<file path="config.mk">
export PLATFORM = sky130hd
export DESIGN_NAME = debounce_edge
export DESIGN_NICKNAME = d
export VERILOG_FILES = /design/src/rtl/debounce_edge_pkg.sv /design/src/rtl/debounce_edge_sync.sv /design/src/rtl/debounce_edge.sv
export SDC_FILE = /design/constraint.sdc
export NUM_CORES = 1
export LEC_CHECK = 0
export ABC_AREA = 1
export CAP_MARGIN = 20
export CORE_AREA = 2 2 39 41
export CTS_BUF_LIST = sky130_fd_sc_hd__clkbuf_4 sky130_fd_sc_hd__clkbuf_8
export CTS_CLUSTER_DIAMETER = 30
export DETAILED_ROUTE_END_ITERATION = 10
export DIE_AREA = 0 0 41 43
export SYNTH_ARGS = -nofsm -noshare
export SYNTH_HDL_FRONTEND = slang
export SYNTH_SLANG_ARGS = --single-unit
</file>
<file path="constraint.sdc">
create_clock -name clk -period 1.6 [get_ports clk]
set_input_delay 0.32 -clock clk [delete_from_list [all_inputs] [get_ports clk]]
set_output_delay 0.32 -clock clk [all_outputs]
set_load 0.01 [all_outputs]
</file>
<file path="src/rtl/debounce_edge_pkg.sv">
// Shared types and limits for the debounce_edge input-conditioning slice.
// Gray-style state codes so that busy is simply the XOR of the two state bits.
package debounce_edge_pkg;

    typedef enum logic [1:0] {
        STABLE_LO = 2'b00,
        CHK_HI    = 2'b01,
        STABLE_HI = 2'b11,
        CHK_LO    = 2'b10
    } db_state_t;

    localparam int SYNC_MIN   = 2;
    localparam int SYNC_MAX   = 4;
    localparam int STABLE_MIN = 2;
    localparam int STABLE_MAX = 65535;

    function automatic logic state_busy(input db_state_t st);
        return st[0] ^ st[1];
    endfunction

    function automatic db_state_t rest_state(input logic level);
        return level ? STABLE_HI : STABLE_LO;
    endfunction

endpackage

</file>
<file path="src/rtl/debounce_edge_sync.sv">
// Multi-flop synchronizer for a raw asynchronous level.
// Reused by other input-conditioning blocks; s is the last stage.
module sync_chain #(
    parameter int SYNC_STAGES = 2,
    parameter bit RESET_LEVEL = 1'b0
) (
    input  logic clk,
    input  logic rst,
    input  logic din,
    output logic s
);

    logic [SYNC_STAGES-1:0] q;

    always_ff @(posedge clk or posedge rst) begin
        if (rst) begin
            q <= {SYNC_STAGES{RESET_LEVEL}};
        end else begin
            q <= {q[SYNC_STAGES-2:0], din};
        end
    end

    assign s = q[SYNC_STAGES-1];

endmodule

</file>
<file path="src/rtl/debounce_edge.sv">
// Debounces a raw input into a clean level plus single-cycle rise/fall pulses.
// A change is accepted only after STABLE_CYCLES consecutive synchronized samples.
module debounce_edge
    import debounce_edge_pkg::*;
#(
    parameter int SYNC_STAGES   = 2,
    parameter int STABLE_CYCLES = 4,
    parameter bit RESET_LEVEL   = 1'b0
) (
    input  logic clk,
    input  logic rst,
    input  logic din,
    output logic dout,
    output logic rise,
    output logic fall,
    output logic busy
);

    localparam int CW = $clog2(STABLE_CYCLES + 1);
    localparam logic [CW-1:0] LAST = CW'(STABLE_CYCLES - 1);
    localparam logic [CW-1:0] ONE  = CW'(1);

    if (SYNC_STAGES < SYNC_MIN || SYNC_STAGES > SYNC_MAX) begin : g_bad_sync
        $error("debounce_edge: SYNC_STAGES out of range");
    end

    if (STABLE_CYCLES < STABLE_MIN || STABLE_CYCLES > STABLE_MAX) begin : g_bad_stable
        $error("debounce_edge: STABLE_CYCLES out of range");
    end

    logic       s;
    logic [CW-1:0] cnt;
    db_state_t  state;

    sync_chain #(
        .SYNC_STAGES (SYNC_STAGES),
        .RESET_LEVEL (RESET_LEVEL)
    ) u_sync (
        .clk (clk),
        .rst (rst),
        .din (din),
        .s   (s)
    );

    // cnt counts opposite samples seen so far; the switch fires on the
    // STABLE_CYCLES-th one, so cnt never climbs past STABLE_CYCLES-1.
    always_ff @(posedge clk or posedge rst) begin
        if (rst) begin
            state <= rest_state(RESET_LEVEL);
            dout  <= RESET_LEVEL;
            rise  <= 1'b0;
            fall  <= 1'b0;
            busy  <= 1'b0;
            cnt   <= '0;
        end else begin
            rise <= 1'b0;
            fall <= 1'b0;
            unique case (state)
                STABLE_LO: begin
                    if (s) begin
                        state <= CHK_HI;
                        cnt   <= ONE;
                        busy  <= state_busy(CHK_HI);
                    end
                end
                CHK_HI: begin
                    if (!s) begin
                        state <= STABLE_LO;
                        cnt   <= '0;
                        busy  <= state_busy(STABLE_LO);
                    end else if (cnt == LAST) begin
                        state <= STABLE_HI;
                        cnt   <= '0;
                        dout  <= 1'b1;
                        rise  <= 1'b1;
                        busy  <= state_busy(STABLE_HI);
                    end else begin
                        cnt <= cnt + ONE;
                    end
                end
                STABLE_HI: begin
                    if (!s) begin
                        state <= CHK_LO;
                        cnt   <= ONE;
                        busy  <= state_busy(CHK_LO);
                    end
                end
                CHK_LO: begin
                    if (s) begin
                        state <= STABLE_HI;
                        cnt   <= '0;
                        busy  <= state_busy(STABLE_HI);
                    end else if (cnt == LAST) begin
                        state <= STABLE_LO;
                        cnt   <= '0;
                        dout  <= 1'b0;
                        fall  <= 1'b1;
                        busy  <= state_busy(STABLE_LO);
                    end else begin
                        cnt <= cnt + ONE;
                    end
                end
            endcase
        end
    end

endmodule

</file>
* Word-level counts from Yosys, hierarchy flattened
Index checks and enable logic that the tools add are counted.
Word-level totals: flip-flop bits (word level) 11, logic and storage cells 54, input bits 3, output and inout port bits 4
Operators by class: equality and inequality tests 12, add/sub/neg operators 1, reduce and logical (&&, ||, !) cells 5, multiplexer cells 29
Operators by type and width (count):
- 3-bit 2-to-1 mux | 5
- 1-bit 2-to-1 mux | 14
- 2-bit 2-to-1 mux | 6
- 3-bit one-hot mux with 4 select lines | 1
- 2-bit inequality test, second input constant | 4
- 2-bit one-hot mux with 4 select lines | 1
- 5-bit AND reduction | 1
- 2-bit == test, second input constant | 2
- 2-bit by 1-bit inequality test with 1-bit output, second input constant | 2
- 1-bit one-hot mux with 4 select lines | 1
- 4-bit AND reduction | 1
- 3-bit by 1-bit adder with 3-bit output, second input constant | 1
- 3-bit by 2-bit == test with 1-bit output, second input constant | 1
- 3-bit by 2-bit inequality test with 1-bit output, second input constant | 1
- 3-bit inequality test, second input constant | 1
- 2-bit by 1-bit == test with 1-bit output, second input constant | 1
- 2-bit logical NOT | 1
- 1-bit one-hot mux with 2 select lines | 1
- 2-bit AND reduction | 1
- 2-bit nonzero test | 1

* Depth between registers and ports, before layout
depth after elaboration 4, gate-level depth with buffers 9, gate-level depth less buffers 9

* Modules after synthesis
Synthesis repeated with hierarchy kept, for this count alone.
Unflattened totals: cell total of the unflattened synthesis 68, area total of the unflattened synthesis 568.0 µm²
By module, submodules not included:
- debounce_edge | area each 514.2 µm², seq. area each 225.2 µm², times used 1, cells an instance 65
- sync_chain | area each 53.8 µm², seq. area each 50.0 µm², times used 1, cells an instance 3

* Least setup slack after synthesis
OpenSTA, ideal clock, no wires.
path type register -> register, start register state[0], end register dout, arrival time 1128 ps, buffers on the path 0, library setup time 123 ps, period minus slack after synthesis 1251 ps, stages on the path, launching flop included 7, data required time 1477 ps, setup slack 349 ps, path through dfrtp_1 > inv_1 > ha_1 > inv_1 > or2_2 > o21ai_0 > nand2_1
On the way: longest elaborated chain between the ends 3, elaborated cells on any way between the ends 9, classes of those cells 6 x eq/ne; 1 x mux; 2 x reduce/logical
Ends and longest elaborated chain:
- start, declared | line debounce_edge.sv:33 | db_state_t state;
- start signal, assigned | line debounce_edge.sv:49 | state <= rest_state(RESET_LEVEL);
- 2-bit by 1-bit == test with 1-bit output / 2-bit == test (equally long branches) | line debounce_edge.sv:58 | unique case (state)
- 2-bit by 1-bit inequality test with 1-bit output (no source line), or another cell as far along
- 5-bit AND reduction (no source line)
- end signal, assigned | line debounce_edge.sv:50 | dout <= RESET_LEVEL;
- end signal, assigned | line debounce_edge.sv:74 | dout <= 1'b1;
- end signal, assigned | line debounce_edge.sv:96 | dout <= 1'b0;
- end, declared | line debounce_edge.sv:13 | output logic dout,
Parallel ways exist; a longest one is shown, timed or not. A chain may end at the register's enable or synchronous reset.

* Worst setup path in the final report
start register dout, end output dout
No word-level cell between the ends.

==> qor.yml <==
run_status:
  run_status: "finished, final reports clean"
power:
  vdd.ir_drop.worst_mv: 0.788
  combinational_share_of_power_pct: 46.4
  netSwitchingPower_uw: 484
  power-per-cell-area_nw_per_um2: 1660
  part_of_the_total_power_dissipated_in_sequential_elements_pct: 34.3
  post-layout-total-power_mw: 1.15
  internal_power_uw: 666
  swShare_pct: 42.1
  share_clk_of_total_power_pct: 19.2
  p_leak_nw: 0.366
drt:
  antenna_violating_nets_post_route: 0
  drt-total-wl_um: 987
  routed-wl-met2_um: 459
  drt_iter0_drc: 9
  drt-wirelength-per-cell_um: 10.4
  routed_via_density: 4.62
  top_layer: "met4"
  wl_met1_um: 436
  detail_route.first_pass.iterations: 4
  num_vias: 439
  dr_wl_met3_um: 50
  drt_drc_violations_left: 0
worst_setup_path:
  critical_path.endpoint_type: "output port"
  cp_slowest_stage_delay_ps: 540
  cp_data_required_time_ps: 1280
  critical_path_depth: 1
  arrival_ps: 1180
  crit_path_start_kind: "register"
  critical_path.max_fanout: 3
  timing.critical_path.slowest_stage_cell: "clkdlybuf4s50_1"
  critPathKind: "reg -> out"
  worst_path_dominant_cell_family: "buffers and inverters"
  rr_worst_depth: 6
  worstPathCellList: "clkdlybuf4s50_1"
  number_of_buffers_and_inverters_on_the_critical_path: 1
logic_synthesis:
  syn-cell-area_um2: 582
  synthArstFlopShare_pct: 100
  avgSynthCellArea_um2: 8.43
  yosysTopAreaCell: "dfrtp_1"
  count_of_cell_types_in_the_netlist: 13
  synth_enable_flop_cells: 0
  yosysTopAreaCellShare_pct: 47.3
  number_of_nets_in_the_synthesized_netlist: 78
  synth_cell_count_leaders: "nand2_1, dfrtp_1, inv_1"
  synthesis_warning_total: 0
  synth.most_common_cell: "nand2_1"
  synth_cells: 69
  synth_flop_cell: "dfrtp_1"
  synth-seq-cells: 11
  synth_sequential_area_ratio_pct: 47.3
  yosys-top-cells-area: "dfrtp_1, ha_1, nand2_1"
global_routing:
  initial_antenna_violation_count: 0
  global_route.overflow_total: 0
  grt_max_degree: 12
  globalRouteTotalUtil_pct: 14.8
  number_of_global_route_vias_before_repair: 391
  grt_first_pass_wirelength_mm: 1.67
cts:
  post_cts.repair.setup_buffers: 0
  cts-htree-levels: 1
  clk_pin_slew_ps: 80
  cts_buffer_depth: 2
  cts-hold-fix-buffers: 0
  tritoncts: "yes"
  cell_at_the_root_of_the_clock_tree: "clkbuf_4"
  clock_latency_ps: 280
  number_of_clock_buffers_inserted_by_tritoncts: 3
  number_of_gates_resized_after_cts: 0
  clock_sink_count: 11
cells_and_area:
  areaGrowthSynthToFinish_pct: 18.9
  final_layout_size_suffix_gt1_share_pct: 13.9
  insertedDiodeCount: 0
  final_net_count: 89
  layoutNonFillerInstCount: 95
floorplan:
  initial_utilization_pct: 42.0
  placeableCoreArea_um2: 1380
  die_w_um: 41
  top_level_ports: 7
  num_rows: 14
  die_h_um: 43
  dieArea_um2: 1760
timing:
  period_needed_ps: 1500
  period_share_pct: 93.7
  worst_pin_slew_ps: 398
  report.final.hold_viol_count: 0
  post_route_setup_tns_ps: 0
  timing.clock.skew_ps: 3.99
  upper_clock_frequency_limit_mhz: 667
  max_slew_margin_pct: 73.5
  final_max_slew_viol_count: 0
  grt_setup_unrepaired: "no"
  setup_viol: 0
placed_design:
  finalWeightedCongestion: 0.818
  io_buffer_count: 6
  detailed_place_hpwl_um: 737
  count_of_placed_standard_cells_including_taps: 91
min_path:
  min_path_type: "in -> async"
run:
  reported_max_cap_violation_count: 0
## flip-flops by register name, indices dropped and copies added (netlist names)
signal / cells
fall: 1
rise: 1
u_sync.q: 2
busy: 1
state: 2
cnt: 3
dout: 1
## final cells by class
class,instances,area (um^2)
Multi-Input combinational cell,46,262
Inverter,12,45.0
Timing Repair Buffer,6,60.1
Tap cell,16,20.0
Fill cell,137,692
Clock buffer,4,30.0
Sequential cell,11,275
## placed cells by master (no fill, tap or decap)
cell type,n
nand2_4,1
inv_1,11
ha_1,6
clkdlybuf4s50_1,6
dfrtp_1,11
nor2_1,4
nand2_2,4
nand2_1,19
a21oi_1,2
clkbuf_4,4
inv_2,1
or2_2,1
o21ai_0,3
nand4_1,2
nand3_1,4
## final timing paths
check / startpoint / end / slack [ps]
worst max-delay path: dout / dout / 100
worst max register to register: state[0] / dout / 270
worst min register to register: u_sync.q[0] / u_sync.q[1] / 350
worst min-delay path: rst / cnt[1] / 310
min in group clk: u_sync.q[0] / u_sync.q[1] / 350
max in group asynchronous: rst / state[0] / 1000
## cell families after synthesis
group	after synthesis	share of synthesized area, %
AOI/OAI and AO/OA	5	4.30
and+or+nand+nor	35	27.7
DFF	11	47.3
adders and majority gates	6	12.9
buffers and inverters	12	7.74
## routing by layer
metal / track usage, % / vias to the layer above
li1: - / 235
met1: 17.2 / 189
met2: 20.9 / 10
met3: 4.71 / 5
met4: 12.0 / 0
met5: 0 / -
## power groups by stage
stage / clock, mW / sequential, mW / combinational (mW)
floorplan: 0 / 0.399 / 0.409
global placement: 0 / 0.398 / 0.531
detailed placement: 0 / 0.401 / 0.536
CTS: 0.224 / 0.396 / 0.542
global route: 0.235 / 0.409 / 0.617
finish: 0.221 / 0.395 / 0.534
## worst register-to-register path: stages, from the launching register on
cell and delay, ps:
dfrtp_1 410, inv_1 110, ha_1 170, inv_1 50, or2_2 260, o21ai_0 150
nand2_1 70
## per-stage QoR
stage | worst slack [ps] | utilization, % | hold WS (ps) | cell area (um^2)
finish | 101 | 50.0 | 314 | 692
global route | 41.1 | 50.0 | 355 | 692
CTS | 85.4 | 50.0 | 338 | 692
detailed placement | 270 | 47.8 | 341 | 662
global placement | 319 | 47.8 | 334 | 662
floorplan | 349 | - | 172 | 582
Power figures use the tool's default switching activity.
